<file path="config.mk">
export PLATFORM = sky130hd
export DESIGN_NAME = ps2_mouse_init_ctrl
export DESIGN_NICKNAME = d
export VERILOG_FILES = /design/src/rtl/ps2_mouse_init_ctrl.sv
export SDC_FILE = /design/constraint.sdc
export NUM_CORES = 1
export LEC_CHECK = 0
export ABC_AREA = 1
export CELL_PAD_IN_SITES_DETAIL_PLACEMENT = 1
export CELL_PAD_IN_SITES_GLOBAL_PLACEMENT = 1
export CORE_UTILIZATION = 35
export DETAILED_ROUTE_END_ITERATION = 12
export PLACE_DENSITY_LB_ADDON = 0.05
export SLEW_MARGIN = 30
export SYNTH_ARGS = -nofsm -noshare
export SYNTH_HDL_FRONTEND = slang
export SYNTH_SLANG_ARGS = --single-unit
</file>
<file path="constraint.sdc">
create_clock -name clk -period 2.6 [get_ports clk]
set_clock_uncertainty 0.2 [all_clocks]
set_input_delay 0.39 -clock clk [delete_from_list [all_inputs] [get_ports clk]]
set_output_delay 0.39 -clock clk [all_outputs]
set_load 0.02 [all_outputs]
</file>
<file path="src/rtl/ps2_mouse_init_ctrl.sv">
// PS/2 mouse bring-up sequencer: sends Reset then Enable Data Reporting, checks each
// response byte, and recovers through timeout, bounded retry and a sticky fail state.
module ps2_mouse_init_ctrl #(
  parameter int POWERUP_CYC = 1000000,
  parameter int TIMEOUT_CYC = 50000000,
  parameter int MAX_RETRY   = 3
) (
  input  logic       clk,
  input  logic       rst,
  input  logic       restart,
  output logic       tx_req,
  output logic [7:0] tx_data,
  input  logic       tx_busy,
  input  logic       tx_done,
  input  logic       tx_err,
  input  logic       rx_valid,
  input  logic [7:0] rx_data,
  output logic       stream_en,
  output logic       init_done,
  output logic       init_fail,
  output logic [1:0] retry_cnt,
  output logic [3:0] state_dbg
);
  localparam logic [3:0] S_POWERUP   = 4'd0;
  localparam logic [3:0] S_SEND_RST  = 4'd1;
  localparam logic [3:0] S_WAIT_TX   = 4'd2;
  localparam logic [3:0] S_WAIT_ACK1 = 4'd3;
  localparam logic [3:0] S_WAIT_BAT  = 4'd4;
  localparam logic [3:0] S_WAIT_ID   = 4'd5;
  localparam logic [3:0] S_SEND_EN   = 4'd6;
  localparam logic [3:0] S_WAIT_ACK2 = 4'd7;
  localparam logic [3:0] S_STREAM    = 4'd8;
  localparam logic [3:0] S_FAIL      = 4'd9;

  localparam logic [7:0] CMD_RESET  = 8'hFF;
  localparam logic [7:0] CMD_ENABLE = 8'hF4;
  localparam logic [7:0] RSP_ACK    = 8'hFA;
  localparam logic [7:0] RSP_RESEND = 8'hFE;
  localparam logic [7:0] RSP_BAT_OK = 8'hAA;
  localparam logic [7:0] RSP_ID     = 8'h00;

  localparam logic [25:0] PU_LIM = 26'(POWERUP_CYC);
  localparam logic [25:0] TO_LIM = 26'(TIMEOUT_CYC);

  logic [3:0]  state_reg, state_next;
  logic [25:0] timer_reg, timer_next;
  logic [1:0]  retry_reg, retry_next;
  logic        cmd_sel_reg, cmd_sel_next;
  logic        tx_req_reg, tx_req_next;
  logic [7:0]  tx_data_reg, tx_data_next;
  logic        stream_en_reg, init_done_reg;
  logic        timeout, retry_evt, resend_evt, can_retry;

  always_comb begin
    state_next   = state_reg;
    retry_next   = retry_reg;
    cmd_sel_next = cmd_sel_reg;
    tx_req_next  = 1'b0;
    tx_data_next = tx_data_reg;
    retry_evt    = 1'b0;
    resend_evt   = 1'b0;
    timeout      = (timer_reg >= TO_LIM);
    can_retry    = (int'(retry_reg) < MAX_RETRY);

    case (state_reg)
      S_POWERUP: if (timer_reg >= PU_LIM) state_next = S_SEND_RST;
      S_SEND_RST, S_SEND_EN: begin
        if (!tx_busy) begin
          tx_req_next  = 1'b1;
          cmd_sel_next = (state_reg == S_SEND_EN);
          tx_data_next = (state_reg == S_SEND_EN) ? CMD_ENABLE : CMD_RESET;
          state_next   = S_WAIT_TX;
        end
      end
      S_WAIT_TX: begin
        if (tx_done)                 state_next = cmd_sel_reg ? S_WAIT_ACK2 : S_WAIT_ACK1;
        else if (tx_err || timeout)  retry_evt  = 1'b1;
      end
      S_WAIT_ACK1, S_WAIT_ACK2: begin
        if (rx_valid) begin
          if (rx_data == RSP_ACK)
            state_next = (state_reg == S_WAIT_ACK2) ? S_STREAM : S_WAIT_BAT;
          else if (rx_data == RSP_RESEND)
            resend_evt = 1'b1;
          else
            retry_evt = 1'b1;
        end else if (timeout) begin
          retry_evt = 1'b1;
        end
      end
      S_WAIT_BAT: begin
        if (rx_valid) begin
          if (rx_data == RSP_BAT_OK) state_next = S_WAIT_ID;
          else                       retry_evt  = 1'b1;
        end else if (timeout) begin
          retry_evt = 1'b1;
        end
      end
      S_WAIT_ID: begin
        if (rx_valid) begin
          if (rx_data == RSP_ID) state_next = S_SEND_EN;
          else                   retry_evt  = 1'b1;
        end else if (timeout) begin
          retry_evt = 1'b1;
        end
      end
      S_STREAM, S_FAIL: ;
      default: state_next = S_POWERUP;
    endcase

    // A resend re-issues the command just sent; any other failure restarts the full sequence.
    if (retry_evt || resend_evt) begin
      if (can_retry) begin
        retry_next = retry_reg + 2'd1;
        state_next = (resend_evt && cmd_sel_reg) ? S_SEND_EN : S_SEND_RST;
      end else begin
        state_next = S_FAIL;
      end
    end

    if (state_next == S_STREAM && state_reg != S_STREAM) retry_next = 2'd0;

    if (restart) begin
      state_next   = S_POWERUP;
      retry_next   = 2'd0;
      tx_req_next  = 1'b0;
      tx_data_next = tx_data_reg;
      cmd_sel_next = cmd_sel_reg;
    end

    // Timer restarts on every state entry; saturates so long idle states cannot wrap it.
    if (restart || state_next != state_reg) timer_next = '0;
    else if (timer_reg == '1)              timer_next = timer_reg;
    else                                   timer_next = timer_reg + 26'd1;
  end

  always_ff @(posedge clk or negedge rst) begin
    if (!rst) begin
      state_reg     <= S_POWERUP;
      timer_reg     <= '0;
      retry_reg     <= 2'd0;
      cmd_sel_reg   <= 1'b0;
      tx_req_reg    <= 1'b0;
      tx_data_reg   <= 8'h00;
      stream_en_reg <= 1'b0;
      init_done_reg <= 1'b0;
    end else begin
      state_reg     <= state_next;
      timer_reg     <= timer_next;
      retry_reg     <= retry_next;
      cmd_sel_reg   <= cmd_sel_next;
      tx_req_reg    <= tx_req_next;
      tx_data_reg   <= tx_data_next;
      stream_en_reg <= !restart && (state_reg == S_STREAM);
      init_done_reg <= !restart && (init_done_reg || state_reg == S_STREAM);
    end
  end

  assign tx_req    = tx_req_reg;
  assign tx_data   = tx_data_reg;
  assign stream_en = stream_en_reg;
  assign init_done = init_done_reg;
  assign init_fail = (state_reg == S_FAIL);
  assign retry_cnt = retry_reg;
  assign state_dbg = state_reg;
endmodule

</file>
==> qor.csv, run 1 <==
metric,value,unit
setup_viol_count_final,0,
synth-compound-area-share,4.62,%
synth_adder_area_share,1.42,%
synth_mux_area_share,0,%
rows,31,
area_growth,39.6,%
powerDensity,343,nW/um^2
route.antenna.remaining_nets,0,
synthSimpleGateAreaFrac,42.0,%
seq_area_frac_synth,35.8,%
avgViaCountPerCell,4.79,
largest_reg_flops,26,
grt_overflow_total,0,
ioPinCount,33,
final.min_clock_period,2.51,ns
finalMaxSlewViolations,0,
met3WireLength,183,um
crit_type,input pin to flop,
worst_pin_slew,0.567,ns
fmax,398,MHz
cts_tree,yes,
synth.net_count,412,
insertion_delay,0.30,ns
crit_cells,16,
crit_path_start,rx_data[6],
initial_utilization,36.4,%
synth_seq_cells,38,
first_global_vias,2634,
regArea,961,sq um
worst-endpoint-arrival,2.54,ns
routedWlPerCell,14.2,um
layout_setup_ws,0.0863,ns
path_cells,clkdlybuf4s50_1 > inv_1 > nand2_2 > nor2_2 > nand4_1 > buf_4 > nor3_1 > nor3_1 > o21ai_0 > nand2_1 > a21oi_2 > nor2_1 > nor2_4 > nand2_4 > clkbuf_16 > nor2_2,
max_cap_violations,0,
drtIter0Drc,72,
vias,2723,
crit_buf_inv,4,
endpoint_kind,flop,
whs_path_depth,2,
io_buffer_count,32,
dp_hpwl,5910,um
critPathTopFamily,simple AND/OR/NAND/NOR gates,
die-area,7930,sq um
num-fill-cells,949,
fin_cells,568,
synthXorXnorAreaFrac,4.29,%
layout-drive-gt1-share,29.6,%
max_slew_margin,61.9,%
r2r_cells,17,
wl_met2,3740,um
power_leakage,1.72,nW
cts.sink_count,38,
highest_layer,met4,
antenna_found_initial,0,
cp_data_required_time,2.63,ns
avgSynthCellArea,6.73,sq um
nNetsFinal,486,
routabilityCongestion,0.923,
postSynthCellCount,394,
critPathSlowestCell,clkdlybuf4s50_1,
synth_cell_types,29,
drt-pass1-iter-count,4,
worst_hold_path_type,flop to flop,
wl,8060,um
dp_cells,540,
mostFrequentLayoutCell,nand2_1,
status,"complete, no violations",
root_buffer,clkbuf_8,
antenna_cells,0,
coreArea,7290,sq um
grt_pass1_wl,12500,um
crit-reg2reg-launch,timer_reg[0]$_DFFE_PN0P_,
die_x,89.1,um
die_h,89.1,um
pre_cts_slack,-0.279,ns
grt_util_all_layers,20.5,%
final_hold_viol_count,0,
cpPeakStageDelay,0.43,ns
path_clk_slew,0.07,ns
syn-cell-area,2650,sq um
finalCritPeriodShare,96.7,%
grt_max_degree,39,
numCtsBuffers,5,
clockBufferDepth,2,
multi_input_area,1560,sq um
synth_warnings,0,
ir_drop,162,uV
final_cell_mix,"81 x nand2_1, 55 x inv_1, 48 x nor2_1, 39 x buf_4, 34 x nor2_2",
synth_top_family_by_area,simple AND/OR/NAND/NOR gates,
min_from,init_done$_DFF_PN0_,
worstSetupStartpointType,input pin,
m1WireLength,4040,um
htreeDepth,2,
drc,0,
path_max_fanout,5,
[worst reg2reg max path, cell delays in order, from the launching register on]
cell and delay (ns):
dfrtp_1 0.41, ha_2 0.20, nand2_2 0.07, nor2_1 0.04, nand2_1 0.11, nor2_2 0.06
nand2_1 0.07, nor2_2 0.06, nand3_2 0.11, nand4_1 0.21, nor2_1 0.21, nand2_1 0.12
nor2_2 0.18, nand2_1 0.08, nand2_1 0.07, nand2_1 0.05, inv_1 0.06, nor2_2 0.04
[cell families (layout without fill, tap and decap cells)]
group,Yosys count,in the layout
AND/OR/NAND/NOR,245,245
buffers and inverters,73,148
XOR/XNOR,13,13
adder cells (fa/ha/maj),3,3
AO/OA/AOI/OAI,22,22
flip-flops,38,38
[synth_stat cells]
master	n	area, sq um
a21boi_0	1	7.51
a21oi_1	3	15.0
a31oi_1	1	6.26
buf_4	6	45.0
buf_6	2	22.5
clkbuf_2	1	5.00
clkinv_1	1	3.75
dfrtp_1	38	951
ha_1	3	37.5
inv_1	61	229
inv_2	2	7.51
nand2_1	93	349
nand2_2	3	18.8
nand3_1	23	115
nand3_2	2	20.0
nand4_1	16	100
nor2_1	62	233
nor2_2	23	144
nor3_1	14	70.1
nor3_2	2	20.0
nor3b_1	1	7.51
nor4_1	4	25.0
o21a_1	1	7.51
o21ai_0	13	65.1
o21bai_1	2	15.0
o22ai_1	1	6.26
or2_1	1	6.26
or2_2	1	6.26
xor2_1	13	114
[power breakdown]
group / switching [mW] / internal (mW)
registers: 0.0147 / 0.605
logic: 0.109 / 0.101
clock network: 0.225 / 0.213
[final cells by class]
| class | instances | share of cell area, % |
|---|---|---|
| clock inverters | 2 | 0.338 |
| multi-input cells | 283 | 42.1 |
| clock buffers | 6 | 2.23 |
| inverters | 64 | 6.55 |
| well taps | 99 | 3.34 |
| repair buffers | 76 | 19.5 |
| flip-flops and latches | 38 | 25.9 |
[worst paths after layout]
path	endpoint	slack [ns]
max reg2reg	timer_reg[23]$_DFFE_PN0P_	0.16
max in group asynchronous	state_dbg[1]$_DFF_PN0_	1.43
max	timer_reg[21]$_DFFE_PN0P_	0.09
min reg2reg	init_done$_DFF_PN0_	0.30
min in group asynchronous	timer_reg[12]$_DFFE_PN0P_	0.39
min	init_done$_DFF_PN0_	0.30
[timing repair]
action                                  in CTS  in global routing
hold buffers                                 0                  1
endpoints found under the setup margin       0                 26
endpoints found under the hold margin        0                 38
setup buffers                                0                 16
gates resized for setup                      0                 71
[routing by layer]
layer,up-vias,track usage [%]
met2,31,33.1
met3,9,3.05
met5,-,0
li1,1376,-
met4,0,4.76
met1,1307,29.0
[stage by stage]
step / utilization, % / TNS, ns / total power [mW] / area, sq um / hold WS (ns)
after floorplan: - / 0 / 0.733 / 2650 / -0.106
after global placement: 44.0 / -3.66 / 0.815 / 3210 / 0.276
after detailed placement: 44.0 / -6.61 / 0.818 / 3210 / 0.279
after CTS: 45.4 / 0 / 1.27 / 3310 / 0.0293
after global routing: 50.8 / -0.425 / 1.33 / 3700 / 0.306
final: 50.8 / 0 / 1.27 / 3700 / 0.296
(Power assumes the default switching activity.)
==> run 2: changes to the inputs <==
- CORE_UTILIZATION: 35 -> 30
==> qor.csv, run 2 (synthesis gave the netlist of run 1 again) <==
metric,value,unit,change
finalCritPeriodShare,94.3,%,was 96.7%
htreeDepth,2,,unchanged
drc,0,,unchanged
cp_data_required_time,2.63,ns,about the same
status,"complete, no violations",,unchanged
dp_hpwl,6000,um,was 5910 um
routedWlPerCell,13.7,um,was 14.2 um
power,1.47,mW,was 1.27 mW
drtIter0Drc,81,,was 72
drt-pass1-iter-count,4,,unchanged
max_slew_margin,66.9,%,was 61.9%
nNetsFinal,486,,unchanged
routabilityCongestion,0.830,,was 0.923
antenna_found_initial,0,,unchanged
die_h,96.0,um,was 89.1 um
root_buffer,clkbuf_8,,unchanged
endpoint_kind,flop,,unchanged
rsz0062_at_grt,true,,
avgViaCountPerCell,4.60,,was 4.79
cp_common_cell,nand2_1,,
setup_viol_count_final,0,,unchanged
coreArea,8380,sq um,was 7290 sq um
cts_tree,yes,,unchanged
clockBufferDepth,2,,unchanged
die-area,9220,sq um,was 7930 sq um
powerDensity,398,nW/um^2,was 343 nW/um^2
worst-endpoint-arrival,2.48,ns,was 2.54 ns
worstSetupStartpointType,input pin,,unchanged
initial_utilization,31.6,%,was 36.4%
numCtsBuffers,5,,unchanged
fmax,408,MHz,was 398 MHz
io_buffer_count,32,,unchanged
crit_buf_inv,3,,was 4
final.min_clock_period,2.45,ns,was 2.51 ns
ir_drop,235,uV,was 162 uV
rows,33,,was 31
holdWs,0.317,ns,was 0.296 ns
route.antenna.remaining_nets,0,,unchanged
crit_type,input pin to flop,,unchanged
die_x,96.0,um,was 89.1 um
grt_pass1_wl,12300,um,was 12500 um
critPathTopFamily,simple AND/OR/NAND/NOR gates,,unchanged
final_hold_viol_count,0,,unchanged
finalMaxSlewViolations,0,,unchanged
layout-drive-gt1-share,26.7,%,was 29.6%
path_clk_slew,0.08,ns,was 0.07 ns
antenna_cells,0,,unchanged
area_growth,39.2,%,was 39.6%
first_global_vias,2480,,was 2634
largest_reg_flops,26,,unchanged
final_area,3690,sq um,was 3700 sq um
ioPinCount,33,,unchanged
fin_util,44.1,%,was 50.8%
mostFrequentLayoutCell,nand2_1,,unchanged
path_cells,clkdlybuf4s50_1 > inv_1 > nand2_1 > nor2_1 > nand4_1 > nand2_1 > nand3_1 > nand2_2 > nand4_1 > nand2_2 > nand2_1 > nand2_1 > nand2_1 > nor2_2 > nand2_4 > buf_4 > nor2_2,,was clkdlybuf4s50_1 > inv_1 > nand2_2 > nor2_2 > nand4_1 > buf_4 > nor3_1 > nor3_1 > o21ai_0 > nand2_1 > a21oi_2 > nor2_1 > nor2_4 > nand2_4 > clkbuf_16 > nor2_2
wl,7860,um,was 8060 um
grt_max_degree,39,,unchanged
worst_pin_slew,0.493,ns,was 0.567 ns
critPathSlowestCell,clkdlybuf4s50_1,,unchanged
vias,2641,,was 2723
grt_util_all_layers,17.5,%,was 20.5%
grt_overflow_total,0,,unchanged
worst_hold_path_type,flop to flop,,unchanged
power_leakage,1.74,nW,was 1.72 nW
cpPeakStageDelay,0.43,ns,about the same
path_max_fanout,5,,unchanged
max_cap_violations,0,,unchanged
cts.sink_count,38,,unchanged
placed_area,3240,sq um,was 3210 sq um
final_cell_mix,"86 x nand2_1, 56 x inv_1, 47 x nor2_1, 40 x buf_4, 37 x nor2_2",,"was 81 x nand2_1, 55 x inv_1, 48 x nor2_1, 39 x buf_4, 34 x nor2_2"
insertion_delay,0.30,ns,about the same
run 2: cell count changes in the layout (fill, tap and decap cells not counted), moves of 2 or more:
cell	previous run	this run
nand2_1	81	86
bufinv_16	0	2
nor2_4	3	1
buf_6	2	0
nand3_2	5	3
nand3_1	19	21
nor3_2	6	3
nor2_2	34	37
nand2_2	13	9
nor3_1	9	12
run 2: final timing paths:
path                                         from                   endpoint  slack [ns]  depth (start not counted)
setup / recovery                       rx_data[6]  timer_reg[21]$_DFFE_PN0P_        0.15                         17
hold / removal                init_done$_DFF_PN0_        init_done$_DFF_PN0_        0.32                          2
setup reg to reg           state_dbg[3]$_DFF_PN0_  timer_reg[21]$_DFFE_PN0P_        0.20                         16
hold reg to reg               init_done$_DFF_PN0_        init_done$_DFF_PN0_        0.32                          2
max in group asynchronous                     rst     state_dbg[3]$_DFF_PN0_        1.42                          2
min in group asynchronous                     rst  timer_reg[14]$_DFFE_PN0P_        0.39                          2
run 2: final cells by class:
class,count,area (sq um)
clock buffers,6,82.6
flip-flops and latches,38,961
multi-input cells,283,1490
well taps,105,131
inverters,64,240
repair buffers,76,728
clock inverters,2,60.1
fillers,1066,4690
run 2: timing repair:
action                                  CTS  global route
endpoints found under the setup margin    0            26
resized for setup                         0            52
hold endpoints to repair                  0            38
buffers inserted                          0            16
hold buffers                              0             1
run 2: metal layers:
layer  vias up  wire length [um]  track usage, %
met1      1239              4140            26.0
met4         0                74            4.10
met5         -                 0               0
met3         6               140            2.84
met2        20              3500            26.4
li1       1376                 -               -
run 2: worst min-delay path, delay by kind of cell (launching register included):
family             cells  cell delay (ns)
AOI/OAI and AO/OA      1             0.07
DFF                    1             0.36
and+or+nand+nor        1             0.05
run 2: power by group:
part           internal, mW  switching, mW
clock                 0.410          0.236
combinational         0.102          0.104
sequential            0.605         0.0137
total                  1.12          0.354
run 2: through the flow:
step	instances	setup slack, ns	setup TNS (ns)
final	574	0.149	0
after global routing	574	-0.0479	-0.944
after CTS	555	0.00596	0
after detailed placement	547	-0.305	-7.38
after global placement	547	-0.276	-6.76
after floorplan	394	0.338	0
==> run 3: changes to the inputs <==
- CORE_UTILIZATION: 30 -> 36
- SLEW_MARGIN: 30 -> 10
==> qor.csv, run 3 (synthesis gave the netlist of run 1 again) <==
metric,value,unit,change
ioPinCount,33,,unchanged
largest_reg_flops,26,,unchanged
critPathTopFamily,simple AND/OR/NAND/NOR gates,,unchanged
worst_pin_slew,0.880,ns,was 0.493 ns
fin_cells,557,,was 574
clockBufferDepth,2,,unchanged
die-area,7720,sq um,was 9220 sq um
cts.sink_count,38,,unchanged
die_h,87.8,um,was 96.0 um
crit-reg2reg-launch,state_dbg[1]$_DFF_PN0_,,was state_dbg[3]$_DFF_PN0_
routedWlPerCell,14.3,um,was 13.7 um
drtIter0Drc,102,,was 81
first_global_vias,2663,,was 2480
placed_area,3210,sq um,was 3240 sq um
layout-drive-gt1-share,26.5,%,was 26.7%
p_comb_share,16.3,%,was 14.0%
cts_tree,yes,,unchanged
mostFrequentLayoutCell,nand2_1,,unchanged
root_buffer,clkbuf_8,,unchanged
path_clk_slew,0.08,ns,about the same
vias,2678,,was 2641
p_clk_share,34.8,%,was 43.9%
avgViaCountPerCell,4.81,,was 4.60
grt_pass1_wl,12700,um,was 12300 um
fmax,403,MHz,was 408 MHz
route.antenna.remaining_nets,0,,unchanged
coreArea,6940,sq um,was 8380 sq um
setup-tns-final,0,ns,unchanged
worstSetupStartpointType,flop,,was input pin
finalMaxSlewViolations,0,,unchanged
setup_viol_count_final,0,,unchanged
antenna_found_initial,0,,unchanged
cp_data_required_time,2.63,ns,about the same
insertion_delay,0.29,ns,was 0.30 ns
p_seq_share,49.0,%,was 42.1%
status,"complete, no violations",,unchanged
dp_cells,536,,was 547
wl,7970,um,was 7860 um
ir_drop,229,uV,was 235 uV
io_buffer_count,32,,unchanged
area_growth,35.6,%,was 39.2%
die_x,87.8,um,was 96.0 um
ctsHoldBuffers,0,,unchanged
max_slew_margin,41.4,%,was 66.9%
worst_hold_path_type,input pin to asynchronous set/reset pin,,was flop to flop
antenna_cells,0,,unchanged
crit_type,flop to flop,,was input pin to flop
power_leakage,1.69,nW,was 1.74 nW
switchingPower,0.351,mW,was 0.354 mW
critPathSlowestCell,dfrtp_2,,was clkdlybuf4s50_1
reg2reg_setup_slack,0.12,ns,was 0.20 ns
initial_utilization,38.2,%,was 31.6%
crit_buf_inv,1,,was 3
num-fill-cells,899,,was 1066
final_area,3600,sq um,was 3690 sq um
dp_hpwl,5970,um,was 6000 um
r2r_cells,14,,was 16
path_max_fanout,8,,was 5
grt_util_all_layers,21.2,%,was 17.5%
worst-endpoint-arrival,2.51,ns,was 2.48 ns
switching_share,27.7,%,was 24.1%
endpoint_kind,flop,,unchanged
rows,30,,was 33
final_cell_mix,"82 x nand2_1, 57 x inv_1, 49 x nor2_1, 34 x nor2_2, 32 x buf_4",,"was 86 x nand2_1, 56 x inv_1, 47 x nor2_1, 40 x buf_4, 37 x nor2_2"
final.min_clock_period,2.48,ns,was 2.45 ns
final_hold_viol_count,0,,unchanged
numCtsBuffers,5,,unchanged
drc,0,,unchanged
nNetsFinal,478,,was 486
powerDensity,352,nW/um^2,was 398 nW/um^2
routabilityCongestion,0.866,,was 0.830
power.internal,0.916,mW,was 1.12 mW
max_cap_violations,0,,unchanged
htreeDepth,2,,unchanged
finalCritPeriodShare,95.4,%,was 94.3%
worstReg2RegEnd,timer_reg[15]$_DFFE_PN0P_,,was timer_reg[21]$_DFFE_PN0P_
grt_overflow_total,0,,unchanged
drt-pass1-iter-count,4,,unchanged
cpPeakStageDelay,0.45,ns,was 0.43 ns
grt_max_degree,39,,unchanged
cp_common_cell,nand2_1,,unchanged
path_cells,nand2_1 > nor2_2 > nand2_1 > or2_1 > nand3_4 > nand2_1 > nand2_2 > nand2_2 > nand2_1 > nand2_1 > nor2_2 > nand2_4 > clkbuf_16 > nor2_2,,was clkdlybuf4s50_1 > inv_1 > nand2_1 > nor2_1 > nand4_1 > nand2_1 > nand3_1 > nand2_2 > nand4_1 > nand2_2 > nand2_1 > nand2_1 > nand2_1 > nor2_2 > nand2_4 > buf_4 > nor2_2
[run 3: what timing repair did]
action	4_1_cts	5_1_grt
endpoints found under the hold margin	0	0
setup endpoints to repair	0	26
setup buffers	0	11
resized for setup	0	61
[run 3: metrics by stage]
step / utilization (%) / total power [mW] / hold slack [ns] / setup slack [ns]
after floorplan: - / 0.733 / -0.106 / 0.338
after global placement: 46.3 / 0.819 / 0.275 / -0.191
after detailed placement: 46.3 / 0.824 / 0.279 / -0.282
after CTS: 47.6 / 1.27 / 0.0328 / 0.0125
after global routing: 51.8 / 1.33 / 0.0741 / -0.0497
final: 51.8 / 1.27 / 0.00975 / 0.120
[run 3: how the worst max path moves through the flow]
stage	start	to	cells past startpoint
6_report	state_dbg[1]$_DFF_PN0_	timer_reg[15]$_DFFE_PN0P_	14
3_3_place_gp	rx_valid	timer_reg[12]$_DFFE_PN0P_	17
3_5_place_dp	rx_valid	timer_reg[11]$_DFFE_PN0P_	16
5_1_grt	timer_reg[17]$_DFFE_PN0P_	timer_reg[10]$_DFFE_PN0P_	17
2_1_floorplan	state_dbg[0]$_DFF_PN0_	timer_reg[3]$_DFFE_PN0P_	15
4_1_cts	rx_valid	timer_reg[11]$_DFFE_PN0P_	16
[run 3: per-layer routing]
metal | wire (um) | global-route usage (%) | vias up
met3 | 208 | 3.39 | 10
met2 | 3850 | 34.2 | 31
met1 | 3820 | 29.6 | 1278
met4 | 85 | 4.77 | 0
li1 | - | - | 1359
met5 | 0 | 0 | -
[run 3: area by class of cell]
| type | count | area, sq um | share of cell area [%] |
|---|---|---|---|
| inverter | 64 | 240 | 6.68 |
| timing repair buffer | 68 | 668 | 18.6 |
| tap | 96 | 120 | 3.34 |
| clock buffer | 6 | 82.6 | 2.30 |
| sequential | 38 | 963 | 26.8 |
| multi-input combinational | 283 | 1510 | 42.0 |
| clock inverter | 2 | 12.5 | 0.348 |
[run 3: power groups by stage]
stage | Combinational [mW] | Sequential [mW] | Clock [mW]
detailed placement | 0.192 | 0.632 | 0
global placement | 0.188 | 0.631 | 0
global route | 0.222 | 0.623 | 0.481
CTS | 0.192 | 0.620 | 0.456
finish | 0.206 | 0.620 | 0.440
floorplan | 0.0970 | 0.636 | 0
